<file path="src/rtl/barrett4049_rr_sched_if.sv">
// Requester/response bundle for the shared mod-4049 Barrett reduction scheduler.
// master = lanes + result consumer, slave = scheduler.
interface barrett4049_rr_sched_if #(
  parameter int NUM_REQ = 4,
  parameter int TAG_W   = 2
);
  logic [NUM_REQ-1:0]    req_valid;
  logic [NUM_REQ-1:0]    req_ready;
  logic [NUM_REQ*23-1:0] req_data;
  logic                  rsp_valid;
  logic                  rsp_ready;
  logic [11:0]           rsp_data;
  logic [TAG_W-1:0]      rsp_tag;
  logic                  busy;

  modport master (
    output req_valid, req_data, rsp_ready,
    input  req_ready, rsp_valid, rsp_data, rsp_tag, busy
  );

  modport slave (
    input  req_valid, req_data, rsp_ready,
    output req_ready, rsp_valid, rsp_data, rsp_tag, busy
  );
endinterface

</file>
<file path="src/rtl/barrett4049_rr_sched.sv">
// Round-robin arbiter feeding a 3-stage Barrett reduction pipeline (a mod 4049, mu=4143).
// Define BARRETT_SCHED_STATS_EN to add saturating grant/stall counters.
module barrett4049_rr_sched #(
  parameter int NUM_REQ = 4,
  parameter int TAG_W   = 2
) (
  input  logic clk,
  input  logic rst,
  barrett4049_rr_sched_if.slave bus
`ifdef BARRETT_SCHED_STATS_EN
  ,
  output logic [31:0] stat_grants,
  output logic [31:0] stat_stalls
`endif
);

  localparam logic [22:0] MOD  = 23'd4049;
  localparam logic [22:0] MOD2 = 23'd8098;
  localparam logic [23:0] MU   = 24'd4143;

  logic [TAG_W-1:0] ptr;
  logic [TAG_W-1:0] grant;
  logic [TAG_W-1:0] sel;
  logic             grant_vld;
  logic             adv;
  logic             xfer;
  logic [22:0]      a_in;
  int               idx;

  logic             v1, v2, v3;
  logic [TAG_W-1:0] tag1, tag2, tag3;
  logic [22:0]      a1, a2;
  logic [11:0]      t2;
  logic [11:0]      r3;

  logic [11:0]      t_c;
  logic [22:0]      r0_c;
  logic [22:0]      r_sub;

  // Global stall: nothing moves while an unaccepted result sits at the output.
  assign adv  = !(v3 && !bus.rsp_ready);
  assign xfer = grant_vld && adv && !rst;

  always_comb begin
    grant_vld = 1'b0;
    grant     = '0;
    sel       = '0;
    idx       = 0;
    for (int k = 0; k < NUM_REQ; k++) begin
      idx = int'(ptr) + k;
      if (idx >= NUM_REQ) idx = idx - NUM_REQ;
      sel = TAG_W'(idx);
      if (!grant_vld && bus.req_valid[sel]) begin
        grant_vld = 1'b1;
        grant     = sel;
      end
    end
  end

  always_comb begin
    a_in = '0;
    for (int k = 0; k < NUM_REQ; k++) begin
      if (TAG_W'(k) == grant) a_in = bus.req_data[k*23 +: 23];
    end
  end

  assign bus.req_ready = xfer ? (NUM_REQ'(1) << grant) : '0;

  // Quotient estimate t never exceeds floor(a/4049), so r0 stays in [0, 3*4049).
  assign t_c  = 12'((24'(a1[22:12]) * MU) >> 12);
  assign r0_c = a2 - 23'(t2) * MOD;

  always_comb begin
    if (r0_c >= MOD2)     r_sub = r0_c - MOD2;
    else if (r0_c >= MOD) r_sub = r0_c - MOD;
    else                  r_sub = r0_c;
  end

  always_ff @(posedge clk or posedge rst) begin
    if (rst) begin
      ptr  <= '0;
      v1   <= 1'b0;
      v2   <= 1'b0;
      v3   <= 1'b0;
      tag1 <= '0;
      tag2 <= '0;
      tag3 <= '0;
      a1   <= '0;
      a2   <= '0;
      t2   <= '0;
      r3   <= '0;
    end else if (adv) begin
      v1 <= xfer;
      if (xfer) begin
        a1   <= a_in;
        tag1 <= grant;
        ptr  <= (int'(grant) == NUM_REQ - 1) ? '0 : grant + 1'b1;
      end
      v2 <= v1;
      if (v1) begin
        a2   <= a1;
        t2   <= t_c;
        tag2 <= tag1;
      end
      v3 <= v2;
      if (v2) begin
        r3   <= 12'(r_sub);
        tag3 <= tag2;
      end
    end
  end

  assign bus.rsp_valid = v3;
  assign bus.rsp_data  = r3;
  assign bus.rsp_tag   = tag3;
  assign bus.busy      = v1 | v2 | v3;

`ifdef BARRETT_SCHED_STATS_EN
  always_ff @(posedge clk or posedge rst) begin
    if (rst) begin
      stat_grants <= '0;
      stat_stalls <= '0;
    end else begin
      if (xfer && stat_grants != '1) stat_grants <= stat_grants + 32'd1;
      if (v3 && !bus.rsp_ready && stat_stalls != '1) stat_stalls <= stat_stalls + 32'd1;
    end
  end
`endif

endmodule

</file>
<file path="src/flat_wrapper.sv">
// flat-port wrapper written by rule: the top's interface ports become plain ports
module barrett4049_rr_sched_flat 
#(
  parameter int NUM_REQ = 4,
  parameter int TAG_W   = 2
)
  (clk, rst, bus_req_valid, bus_req_data, bus_rsp_ready, bus_req_ready, bus_rsp_valid, bus_rsp_data, bus_rsp_tag, bus_busy);
  barrett4049_rr_sched_if #(.NUM_REQ(NUM_REQ), .TAG_W(TAG_W)) bus_i ();
  input  logic clk;
  input  logic rst;
  input wire logic [$bits(bus_i.req_valid)-1:0] bus_req_valid;
  input wire logic [$bits(bus_i.req_data)-1:0] bus_req_data;
  input wire logic [$bits(bus_i.rsp_ready)-1:0] bus_rsp_ready;
  output wire logic [$bits(bus_i.req_ready)-1:0] bus_req_ready;
  output wire logic [$bits(bus_i.rsp_valid)-1:0] bus_rsp_valid;
  output wire logic [$bits(bus_i.rsp_data)-1:0] bus_rsp_data;
  output wire logic [$bits(bus_i.rsp_tag)-1:0] bus_rsp_tag;
  output wire logic [$bits(bus_i.busy)-1:0] bus_busy;
  assign bus_i.req_valid = bus_req_valid;
  assign bus_i.req_data = bus_req_data;
  assign bus_i.rsp_ready = bus_rsp_ready;
  assign bus_req_ready = bus_i.req_ready;
  assign bus_rsp_valid = bus_i.rsp_valid;
  assign bus_rsp_data = bus_i.rsp_data;
  assign bus_rsp_tag = bus_i.rsp_tag;
  assign bus_busy = bus_i.busy;
  barrett4049_rr_sched #(.NUM_REQ(NUM_REQ), .TAG_W(TAG_W)) u_core (.clk(clk), .rst(rst), .bus(bus_i));
endmodule
</file>
<file path="config.mk">
export PLATFORM = sky130hd
export DESIGN_NAME = barrett4049_rr_sched_flat
export DESIGN_NICKNAME = d
export VERILOG_FILES = /design/src/rtl/barrett4049_rr_sched_if.sv /design/src/rtl/barrett4049_rr_sched.sv /design/src/flat_wrapper.sv
export SDC_FILE = /design/constraint.sdc
export NUM_CORES = 1
export LEC_CHECK = 0
export ABC_AREA = 1
export CELL_PAD_IN_SITES_DETAIL_PLACEMENT = 1
export CELL_PAD_IN_SITES_GLOBAL_PLACEMENT = 2
export CORE_ASPECT_RATIO = 1.75
export CORE_UTILIZATION = 41
export CTS_CLUSTER_SIZE = 14
export DETAILED_ROUTE_END_ITERATION = 10
export DONT_BUFFER_PORTS = 1
export PLACE_DENSITY = 0.92
export SLEW_MARGIN = 20
export SYNTH_ARGS = -nofsm -noshare
export SYNTH_HDL_FRONTEND = slang
export SYNTH_SLANG_ARGS = --single-unit
</file>
<file path="constraint.sdc">
create_clock -name clk -period 9 [get_ports clk]
set_clock_uncertainty 0.2 [all_clocks]
set_input_delay 1.8 -clock clk [delete_from_list [all_inputs] [get_ports clk]]
set_output_delay 1.8 -clock clk [all_outputs]
set_load 0.005 [all_outputs]
</file>
### After elaboration in Yosys (flattened, before gate mapping)

Index checks and enable logic that the tools add are counted.

* memories: 0
* bits in latches: 0
* word-level logic and storage cells: 86
* RAM bits: 0
* register bits: 81
* ROM bits: 0

* eq/ne operators: 4
* add/sub/neg operators: 11
* shift-type cells: 1
* bitwise operators: 3
* $mul: 2
* div/mod/pow operators: 0
* mux-type cells: 28
* order comparisons: 10
* reduce and logical (&&, ||, !) cells: 16

Operators by type and width (number)
* $mux W23: 4
* $mul A11 B13 Y24 const B: 1
* $mux W12: 2
* $sub A12 B12 Y12 const B: 2
* $ge A23 B12 Y1 const B: 1
* $ge A23 B13 Y1 const B: 1
* $mul A12 B12 Y23 const B: 1
* $sub A23 B23 Y23: 1
* $mux W2: 9
* $lt A2 B3 Y1 const B: 4
* $ge A3 B3 Y1 const B: 3
* $bmux W1 S2: 4
* $mux W1: 8
* $sub A2 B1 Y2 const B: 4
* $add A2 B2 Y3 const B: 2
* $logic_and A1 B1 Y1: 6
* $logic_not A1 Y1: 6
* $reduce_and A2 Y1: 3
* $eq A2 B2 Y1 const A: 2
* $mux W4: 1
* $shl A1 B2 Y4 const A: 1
* $add A2 B1 Y3 const B: 1
* $ge A2 B3 Y1 const B: 1
* $add A2 B1 Y2 const B: 1
* other kinds (5): 6

### Longest topological paths before layout

Gate-level depths: netlist of the first run.

* depth in word-level cells: 19
* depth in mapped cells: 33

### Least setup slack after synthesis of the first run

OpenSTA, ideal clock, no wires.

* path type: input -> output
* from: input port bus_req_valid[1]
* to: output port bus_req_ready[1]
* path buffers: 2
* path slack: 3.325 ns
* arrival: 3.675 ns
* required time: 7.000 ns
* cell stages on the path: 14
* cell sequence: or2_1 -> o21ai_0 -> or2_1 -> nand2_1 -> nor2_1 -> nand2_1 -> o221ai_1 -> nand2_1 -> inv_1 -> ha_1 -> clkbuf_1 -> clkbuf_1 -> inv_1 -> nor2_1

RTL lines
* start: declaration: line flat_wrapper.sv:11 `input wire logic [$bits(bus_i.req_valid)-1:0] bus_req_valid;`
* $bmux W1 S2: line barrett4049_rr_sched.sv:53 `if (!grant_vld && bus.req_valid[sel]) begin`
* $mux W1 (not written as such): line barrett4049_rr_sched.sv:53
* $mux W1: line barrett4049_rr_sched.sv:53
* $logic_not A1 Y1: line barrett4049_rr_sched.sv:53
* $logic_and A1 B1 Y1: line barrett4049_rr_sched.sv:53
* $mux W1: line barrett4049_rr_sched.sv:53
* $logic_not A1 Y1: line barrett4049_rr_sched.sv:53
* $logic_and A1 B1 Y1: line barrett4049_rr_sched.sv:53
* $mux W1: line barrett4049_rr_sched.sv:53
* $logic_not A1 Y1: line barrett4049_rr_sched.sv:53
* $logic_and A1 B1 Y1: line barrett4049_rr_sched.sv:53
* $mux W2 *: line barrett4049_rr_sched.sv:53
* via u_core.grant[0]: line barrett4049_rr_sched.sv:22 `logic [TAG_W-1:0] grant;`
* $shl A1 B2 Y4 *: line barrett4049_rr_sched.sv:67 `assign bus.req_ready = xfer ? (NUM_REQ'(1) << grant) : '0;`
* $mux W4 *: line barrett4049_rr_sched.sv:67
* end: declaration: line flat_wrapper.sv:14 `output wire logic [$bits(bus_i.req_ready)-1:0] bus_req_ready;`

Mark *: on every way through the listed nets, which the timed path passes. The rest lies on a longest branch. The select of a mux whose other input is x is not followed.

### Worst setup path in the final report of the first run

* from: register u_core.t2[1]
* to: register u_core.r3[0] (netlist: u_core.bus.rsp_data[0])

* cells in the longest elaborated chain, start to end: 5

Ends and longest elaborated chain
* start: declaration: line barrett4049_rr_sched.sv:33 `logic [11:0] t2;`
* start signal: assignment: line barrett4049_rr_sched.sv:102 `t2 <= t_c;`
* $mul A12 B12 Y23 *: line barrett4049_rr_sched.sv:71 `assign r0_c = a2 - 23'(t2) * MOD;`
* $sub A23 B23 Y23 *: line barrett4049_rr_sched.sv:71
* $ge A23 B12 Y1: line barrett4049_rr_sched.sv:75 `else if (r0_c >= MOD) r_sub = r0_c - MOD;`
* $mux W12: line barrett4049_rr_sched.sv:75
* $mux W12 *: line barrett4049_rr_sched.sv:74 `if (r0_c >= MOD2) r_sub = r0_c - MOD2;`
* end signal: assignment: line barrett4049_rr_sched.sv:107 `r3 <= 12'(r_sub);`
* end: declaration: line barrett4049_rr_sched.sv:34 `logic [11:0] r3;`

Every way passes the cells marked *; elsewhere a longest branch is shown, timed or not.
A chain may end at the register's enable or synchronous reset.

==> qor.csv, run 1 <==
stage;metric;value;unit
critical_path;crit end category;flip-flop;
route;detailed-route via count;9296;
critical_path;Top cell by count, worst path;nand2_1;
yosys;ys flop type;dfrtp_1;
global_routing;grt total ovfl;0;
global_routing;vias in the first global route;10360;
route;First-pass DRT Iterations;4;
clock_network;# resized after CTS;0;
clock_network;clk slew on worst S/H paths;0.07;ns
critical_path;reg-to-reg slack, setup;2.17;ns
critical_path;CP Class;reg -> reg;
timing;Worst Tran Pin Value;0.9318;ns
place;dpl hpwl;27.09;mm
floorplanning;FP Rows;78;
status;outcome;finished, final reports clean;
route;final wirelength;31.37;mm
place;gpl congestion;0.8592;
timing;Fin Setup TNS;0;ns
final_layout;# diodes;0;
yosys;async set-or-reset flop fraction in the synthesized netlist;1.000;
final_layout;layout cells sized above 1;0.05130;
timing;slew margin rel.;0.3765;
critical_path;worst-path maximum fanout;11;
yosys;Synth cell types;41;
critical_path;crit-path max cell delay;0.56;ns
floorplanning;# IOs;119;
timing;Final Max Slew Viols;0;
place;Port Buffers;0;
floorplanning;die height;216.4;um
job;max-capacitance violation count;0;
route;DRC;0;
critical_path;CP arrival;6.90;ns
min_path;Hold WC Path Type;reg -> reg;
timing;final hold vios;0;
critical_path;CP Data Required Time;9.07;ns
final_layout;synthesis-to-finish area growth;5.916;%
critical_path;slowest CP cell;fa_1;
route;drt wl/cell;17.60;um
route;number of vias per cell;5.217;
global_routing;first-pass GRT wire length;50.73;mm
yosys;post-synthesis register bit count;81;
route;initial detailed-routing violation count;263;
timing;Fmax achieved;0.1465;GHz
floorplanning;Die Width;124.5;um
floorplanning;core area;25860;um2
clock_network;CTS Buffer Depth;2;
clock_network;CTS Sinks;81;
clock_network;clk_lat worst skew;0.37;ns
clock_network;CTS root buf;clkbuf_16;
yosys;Syn Area/Cell;7.313;um2
timing;Final Cycle Share;0.7585;
clock_network;postcts setup bufs;0;
yosys;Post-synth EDFFs;0;
yosys;Post-Syn Area;10770;um2
critical_path;critical path startpoint category;flip-flop;
timing;final setup fails;0;
yosys;sequential fraction of the synthesis area;0.1883;
global_routing;pin count of the biggest net entering global routing;82;
clock_network;hold buffers post-CTS;0;
yosys;Syn Nets;1806;
clock_network;H-tree level count;3;
final_layout;Final nets;1791;
global_routing;initial antenna violation count;0;
floorplanning;Starting Density;0.4163;
yosys;Mapped Cells;1472;
route;Detail Route Antenna Nets;0;
yosys;Yosys warnings;0;
timing;post-route minimum period;6.827;ns
clock_network;clock buffer count from CTS;9;
timing;RSZ-0062 raised after global routing;false;
floorplanning;die area;26930;um2
global_routing;All-Layer GR Usage;0.2413;
clock_network;CTS tree;built;
cells in the mapped netlist (4+ instances only):
| cell | instances | area [um2] |
|---|---|---|
| nand3b_1 | 4 | 30.03 |
| o311ai_1 | 10 | 87.58 |
| o211ai_1 | 4 | 30.03 |
| nand3_1 | 61 | 305.3 |
| o221ai_1 | 12 | 105.1 |
| nor2_2 | 14 | 87.58 |
| buf_2 | 6 | 30.03 |
| nor2_1 | 91 | 341.6 |
| nor3_1 | 6 | 30.03 |
| nand2_2 | 22 | 137.6 |
| inv_2 | 7 | 26.28 |
| nand3_2 | 7 | 70.07 |
| a221oi_1 | 14 | 122.6 |
| xnor2_1 | 6 | 52.55 |
| inv_1 | 355 | 1333 |
| dfrtp_1 | 81 | 2027 |
| o21ai_0 | 48 | 240.2 |
| clkbuf_1 | 18 | 67.56 |
| o311ai_0 | 4 | 35.03 |
| a21oi_1 | 40 | 200.2 |
| nand4_1 | 16 | 100.1 |
| ha_1 | 145 | 1814 |
| xor2_1 | 5 | 43.79 |
| fa_1 | 90 | 1802 |
| a22oi_1 | 9 | 67.56 |
| nand2_1 | 368 | 1381 |
area by class of cell:
cell class,instances,area [um2]
inverters,365,1371
well taps,320,400.4
clock buffers,9,225.2
multi-input cells,997,7247
clock inverters,7,105.1
flip-flops and latches,81,2027
repair buffers,3,26.28
fillers,3287,14460
cell families (layout without fill, tap and decap cells):
logic type                 count (synthesis)  count (layout)  synth area share
AOI/OAI and AO/OA                        155             155           0.09158
xor gates and xnor gates                  11              11          0.008949
adders and majority gates                235             235            0.3359
buffers and inverters                    394             384            0.1395
DFF                                       81              81            0.1883
muxes                                      3               3          0.002790
and+or+nand+nor                          593             593            0.2330
state kept, by name, indices dropped and copies added (netlist names):
name                  count
u_core.a2                23
u_core.bus.rsp_tag        2
u_core.ptr                2
u_core.v2                 1
u_core.bus.rsp_valid      1
u_core.a1                23
u_core.tag2               2
u_core.v1                 1
u_core.bus.rsp_data      12
u_core.tag1               2
u_core.t2                12
worst paths after layout:
| check | startpoint | to | cells after the start |
|---|---|---|---|
| min in group asynchronous | rst | u_core.bus.rsp_valid | 2 |
| max in group asynchronous | rst | u_core.a2[16] | 2 |
| min | u_core.a1[11] | u_core.a2[11] | 2 |
| max | u_core.t2[1] | u_core.bus.rsp_data[0] | 27 |
| max reg2reg | u_core.t2[1] | u_core.bus.rsp_data[0] | 27 |
| min reg2reg | u_core.a1[11] | u_core.a2[11] | 2 |
worst max-delay path, delay by kind of cell, from the launching register on:
family	cells	cell delay [ns]
flip-flops	1	0.47
adder cells (fa/ha/maj)	6	3.03
AND/OR/NAND/NOR	12	1.92
AO/OA/AOI/OAI	2	0.46
XOR/XNOR	1	0.18
buffers and inverters	6	0.46
metal layers:
layer / GRT usage / vias up / part of all wire
li1: - / 4520 / -
met1: 0.2140 / 4529 / 0.33
met2: 0.5002 / 166 / 0.59
met3: 0.02444 / 81 / 0.019
met4: 0.1514 / 0 / 0.061
met5: 0 / - / 0
stage by stage:
stage / area, um2 / util / instances / hold slack, ns / worst slack (ns)
4_1_cts: 11400 / 0.4406 / 1782 / 0.2890 / 2.058
6_report: 11400 / 0.4409 / 1782 / 0.2882 / 2.173
3_3_place_gp: 11070 / 0.4279 / 1766 / 0.2664 / 2.246
5_1_grt: 11400 / 0.4409 / 1782 / 0.3234 / 1.724
2_1_floorplan: 10770 / - / 1472 / 0.2431 / 3.325
3_5_place_dp: 11070 / 0.4279 / 1766 / 0.2721 / 2.107
layout by cell type, fill, tap and decap left out, types with 3 or more instances in the layout:
cell,instances
nand3_1,61
nand3b_1,4
inv_6,3
nor2_2,14
nand2_2,22
a21oi_1,40
inv_2,7
nand3_2,7
nor3_1,6
mux2i_1,3
inv_1,354
xor2_1,5
dfrtp_1,81
xnor2_1,6
fa_1,90
nand4_1,16
clkinv_1,3
a22oi_1,9
o311ai_0,4
o221ai_1,12
o211ai_1,4
clkbuf_16,9
o21ai_0,48
a221oi_1,14
o311ai_1,10
nor2_1,90
ha_1,144
nand2_1,368
Power of run 1 is not shown: default switching activity piles up to over one toggle a cycle in this logic, so the estimate is an artifact.
==> run 2, diff against run 1 <==
--- a/config.mk
+++ b/config.mk
@@ -9,11 +9,11 @@
 export CELL_PAD_IN_SITES_DETAIL_PLACEMENT = 1
 export CELL_PAD_IN_SITES_GLOBAL_PLACEMENT = 2
 export CORE_ASPECT_RATIO = 1.75
-export CORE_UTILIZATION = 41
+export CORE_UTILIZATION = 34
 export CTS_CLUSTER_SIZE = 14
 export DETAILED_ROUTE_END_ITERATION = 10
 export DONT_BUFFER_PORTS = 1
-export PLACE_DENSITY = 0.92
+export PLACE_DENSITY = 0.82
 export SLEW_MARGIN = 20
 export SYNTH_ARGS = -nofsm -noshare
 export SYNTH_HDL_FRONTEND = slang
==> constraint.sdc (replaced) <==
create_clock -name clk -period 5.9 [get_ports clk]
set_clock_uncertainty 0.2 [all_clocks]
set_input_delay 1.18 -clock clk [delete_from_list [all_inputs] [get_ports clk]]
set_output_delay 1.18 -clock clk [all_outputs]
set_load 0.005 [all_outputs]
==> run 2 against run 1 <==
  * Clock-buffer cell count unchanged
  * Sequential share of layout area down 1.5 points
  * Routed wire length up 5.6%
  * Final cell count up 7.9%
  * Highest routed layer unchanged
==> qor.csv, run 2 (synthesis results as in run 1) <==
stage;metric;value;unit;change
global_routing;GR peak layer;met2;;
timing;post-route minimum period;5.867;ns;-0.9600 ns
final_layout;layout cells sized above 1;0.1501;;+0.09883
floorplanning;# IOs;119;;unchanged
route;detailed-route via count;9592;;+3.2%
critical_path;worst r2r src;u_core.t2[5];;
final_layout;leading cell type in the layout, fill and taps excluded;nand2_1;;
clock_network;CTS Sinks;81;;unchanged
clock_network;clk_lat worst skew;0.37;ns;about the same
critical_path;Top cell by count, worst path;fa_1;;
timing;RSZ-0062 raised after global routing;true;;
critical_path;CP arrival;5.93;ns;-0.97 ns
clock_network;clock buffer count from CTS;9;;unchanged
final_layout;Final nets;1861;;+3.9%
clock_network;CTS root buf;clkbuf_16;;
global_routing;vias in the first global route;10620;;+2.5%
place;DP Area;11530;um2;+4.2%
timing;Final Cycle Share;0.9944;;+0.2359
critical_path;reg-to-reg slack, setup;0.03;ns;-2.14 ns
floorplanning;Die Width;136.5;um;+9.7%
route;number of vias per cell;4.988;;-4.4%
timing;post-route setup slack;0.03307;ns;-2.140 ns
final_layout;synthesis-to-finish area growth;15.61;%;
place;worst slack, placed;-0.2159;ns;-2.323 ns
critical_path;CP Class;reg -> reg;;
status;outcome;finished, final reports clean;;
min_path;hold_sp;u_core.a1[4];;
route;First-pass DRT Iterations;4;;unchanged
critical_path;critical path startpoint category;flip-flop;;
global_routing;met1 track demand over resource;0.1884;;-0.02560
timing;Worst Tran Pin Value;1.019;ns;+0.08691 ns
floorplanning;core area;30950;um2;+20%
clock_network;CTS tree;built;;
min_path;hold depth;2;;unchanged
critical_path;crit end category;flip-flop;;
floorplanning;Starting Density;0.3478;;-0.06841
route;Detail Route Antenna Nets;0;;unchanged
global_routing;pin count of the biggest net entering global routing;58;;-29%
place;Port Buffers;0;;unchanged
final_layout;biggest regs;u_core.a1 (23), u_core.a2 (23);;
place;dpl hpwl;28.18;mm;+4.0%
job;max-capacitance violation count;0;;unchanged
global_routing;grt total ovfl;0;;unchanged
timing;slew margin rel.;0.3184;;-0.05815
critical_path;worst path bufs/invs;9;;+3
final_layout;# diodes;0;;unchanged
route;final wirelength;33.14;mm;+5.6%
timing;Fmax achieved;0.1704;GHz;+16%
critical_path;cells on worst reg2reg path;29;;+7.4%
critical_path;CP Data Required Time;5.97;ns;-3.10 ns
global_routing;M2 GR Usage;0.4476;;-0.05256
route;drt wl/cell;17.23;um;-2.1%
critical_path;delay-heaviest family, CP;adder cells;;
floorplanning;die area;32410;um2;+20%
route;DRC;0;;unchanged
clock_network;clk slew on worst S/H paths;0.08;ns;about the same
global_routing;initial antenna violation count;0;;unchanged
final_layout;most frequent cells in the layout;nand2_1, inv_1, ha_1, fa_1, dfrtp_1;;
critical_path;r2r endpoint;u_core.bus.rsp_data[2];;
final_layout;# fillers;3846;;+17%
critical_path;worst-path maximum fanout;5;;-6
floorplanning;die height;237.4;um;+9.7%
global_routing;first-pass GRT wire length;52.46;mm;+3.4%
critical_path;slowest CP cell;fa_1;;
critical_path;crit-path max cell delay;0.56;ns;about the same
timing;worst hold margin;0.2969;ns;+0.008713 ns
place;gpl congestion;0.8404;;-2.2%
floorplanning;FP Rows;85;;+9.0%
timing;final hold vios;0;;unchanged
global_routing;met3 usage;0.02218;;-0.002259
min_path;Worst Hold End;u_core.a2[4];;
clock_network;CTS Buffer Depth;2;;unchanged
final_layout;Final Cell Area;12450;um2;+9.2%
timing;Final Max Slew Viols;0;;unchanged
timing;final setup fails;0;;unchanged
clock_network;H-tree level count;3;;unchanged
min_path;Hold WC Path Type;reg -> reg;;
global_routing;All-Layer GR Usage;0.2140;;-0.02730
route;initial detailed-routing violation count;315;;+20%
run 2: cell types whose count changed in the layout (fill, tap and decap cells not counted), sizes merged:
cell      change
buf          +69
clkinv        +2
clkinvlp      -1
inv           -1
nand2         +1
run 2: worst register-to-register path: cells and delay by family (launching register included):
kind                     cells  cell delay [ns]
adder cells (fa/ha/maj)      6             2.88
buffers and inverters        9             1.10
AND/OR/NAND/NOR             13             1.06
flip-flops                   1             0.39
AO/OA/AOI/OAI                1             0.13
run 2: how the worst max path moves through the flow:
| stage | start | to | slack (ns) | cells past startpoint |
|---|---|---|---|---|
| after floorplan | u_core.t2[1] | u_core.bus.rsp_data[9] | 0.35 | 30 |
| after global placement | u_core.t2[6] | u_core.bus.rsp_data[6] | -0.06 | 31 |
| after detailed placement | u_core.t2[3] | u_core.bus.rsp_data[0] | -0.22 | 28 |
| after CTS | u_core.t2[6] | u_core.bus.rsp_data[10] | 0.001 | 32 |
| after global routing | u_core.t2[4] | u_core.bus.rsp_data[8] | -0.23 | 31 |
| final | u_core.t2[5] | u_core.bus.rsp_data[2] | 0.03 | 29 |
run 2: area by class of cell:
cell class / count / area [um2] / area share
well taps: 391 / 489.2 / 0.03931
clock buffers: 9 / 225.2 / 0.01810
multi-input cells: 998 / 7595 / 0.6102
flip-flops and latches: 81 / 2027 / 0.1629
repair buffers: 72 / 616.8 / 0.04956
clock inverters: 7 / 108.9 / 0.008746
inverters: 365 / 1384 / 0.1112
run 2: timing repair:
action / 4_1_cts / 5_1_grt
gates resized for setup: 39 / 73
hold buffers: 0 / 0
endpoints found under the setup margin: 12 / 12
cloned: 1 / 1
endpoints found under the hold margin: 0 / 0
buffers inserted: 12 / 10
pin swaps: 11 / 60
run 2: per-stage QoR:
stage | TNS [ns] | util | cells
floorplan | 0 | - | 1472
global placement | -0.5254 | 0.3726 | 1884
detailed placement | -2.405 | 0.3726 | 1884
CTS | 0 | 0.3923 | 1913
global route | -1.915 | 0.4021 | 1923
finish | 0 | 0.4021 | 1923
run 2: metal layers:
metal  vias up  routed length, um  part of all wire
met1      4719              10850              0.33
li1       4670                  -                 -
met5         -                  0                 0
met3        52                603             0.018
met2       151              20250              0.61
met4         0               1435             0.043
Power of run 2 is left out for the same reason.
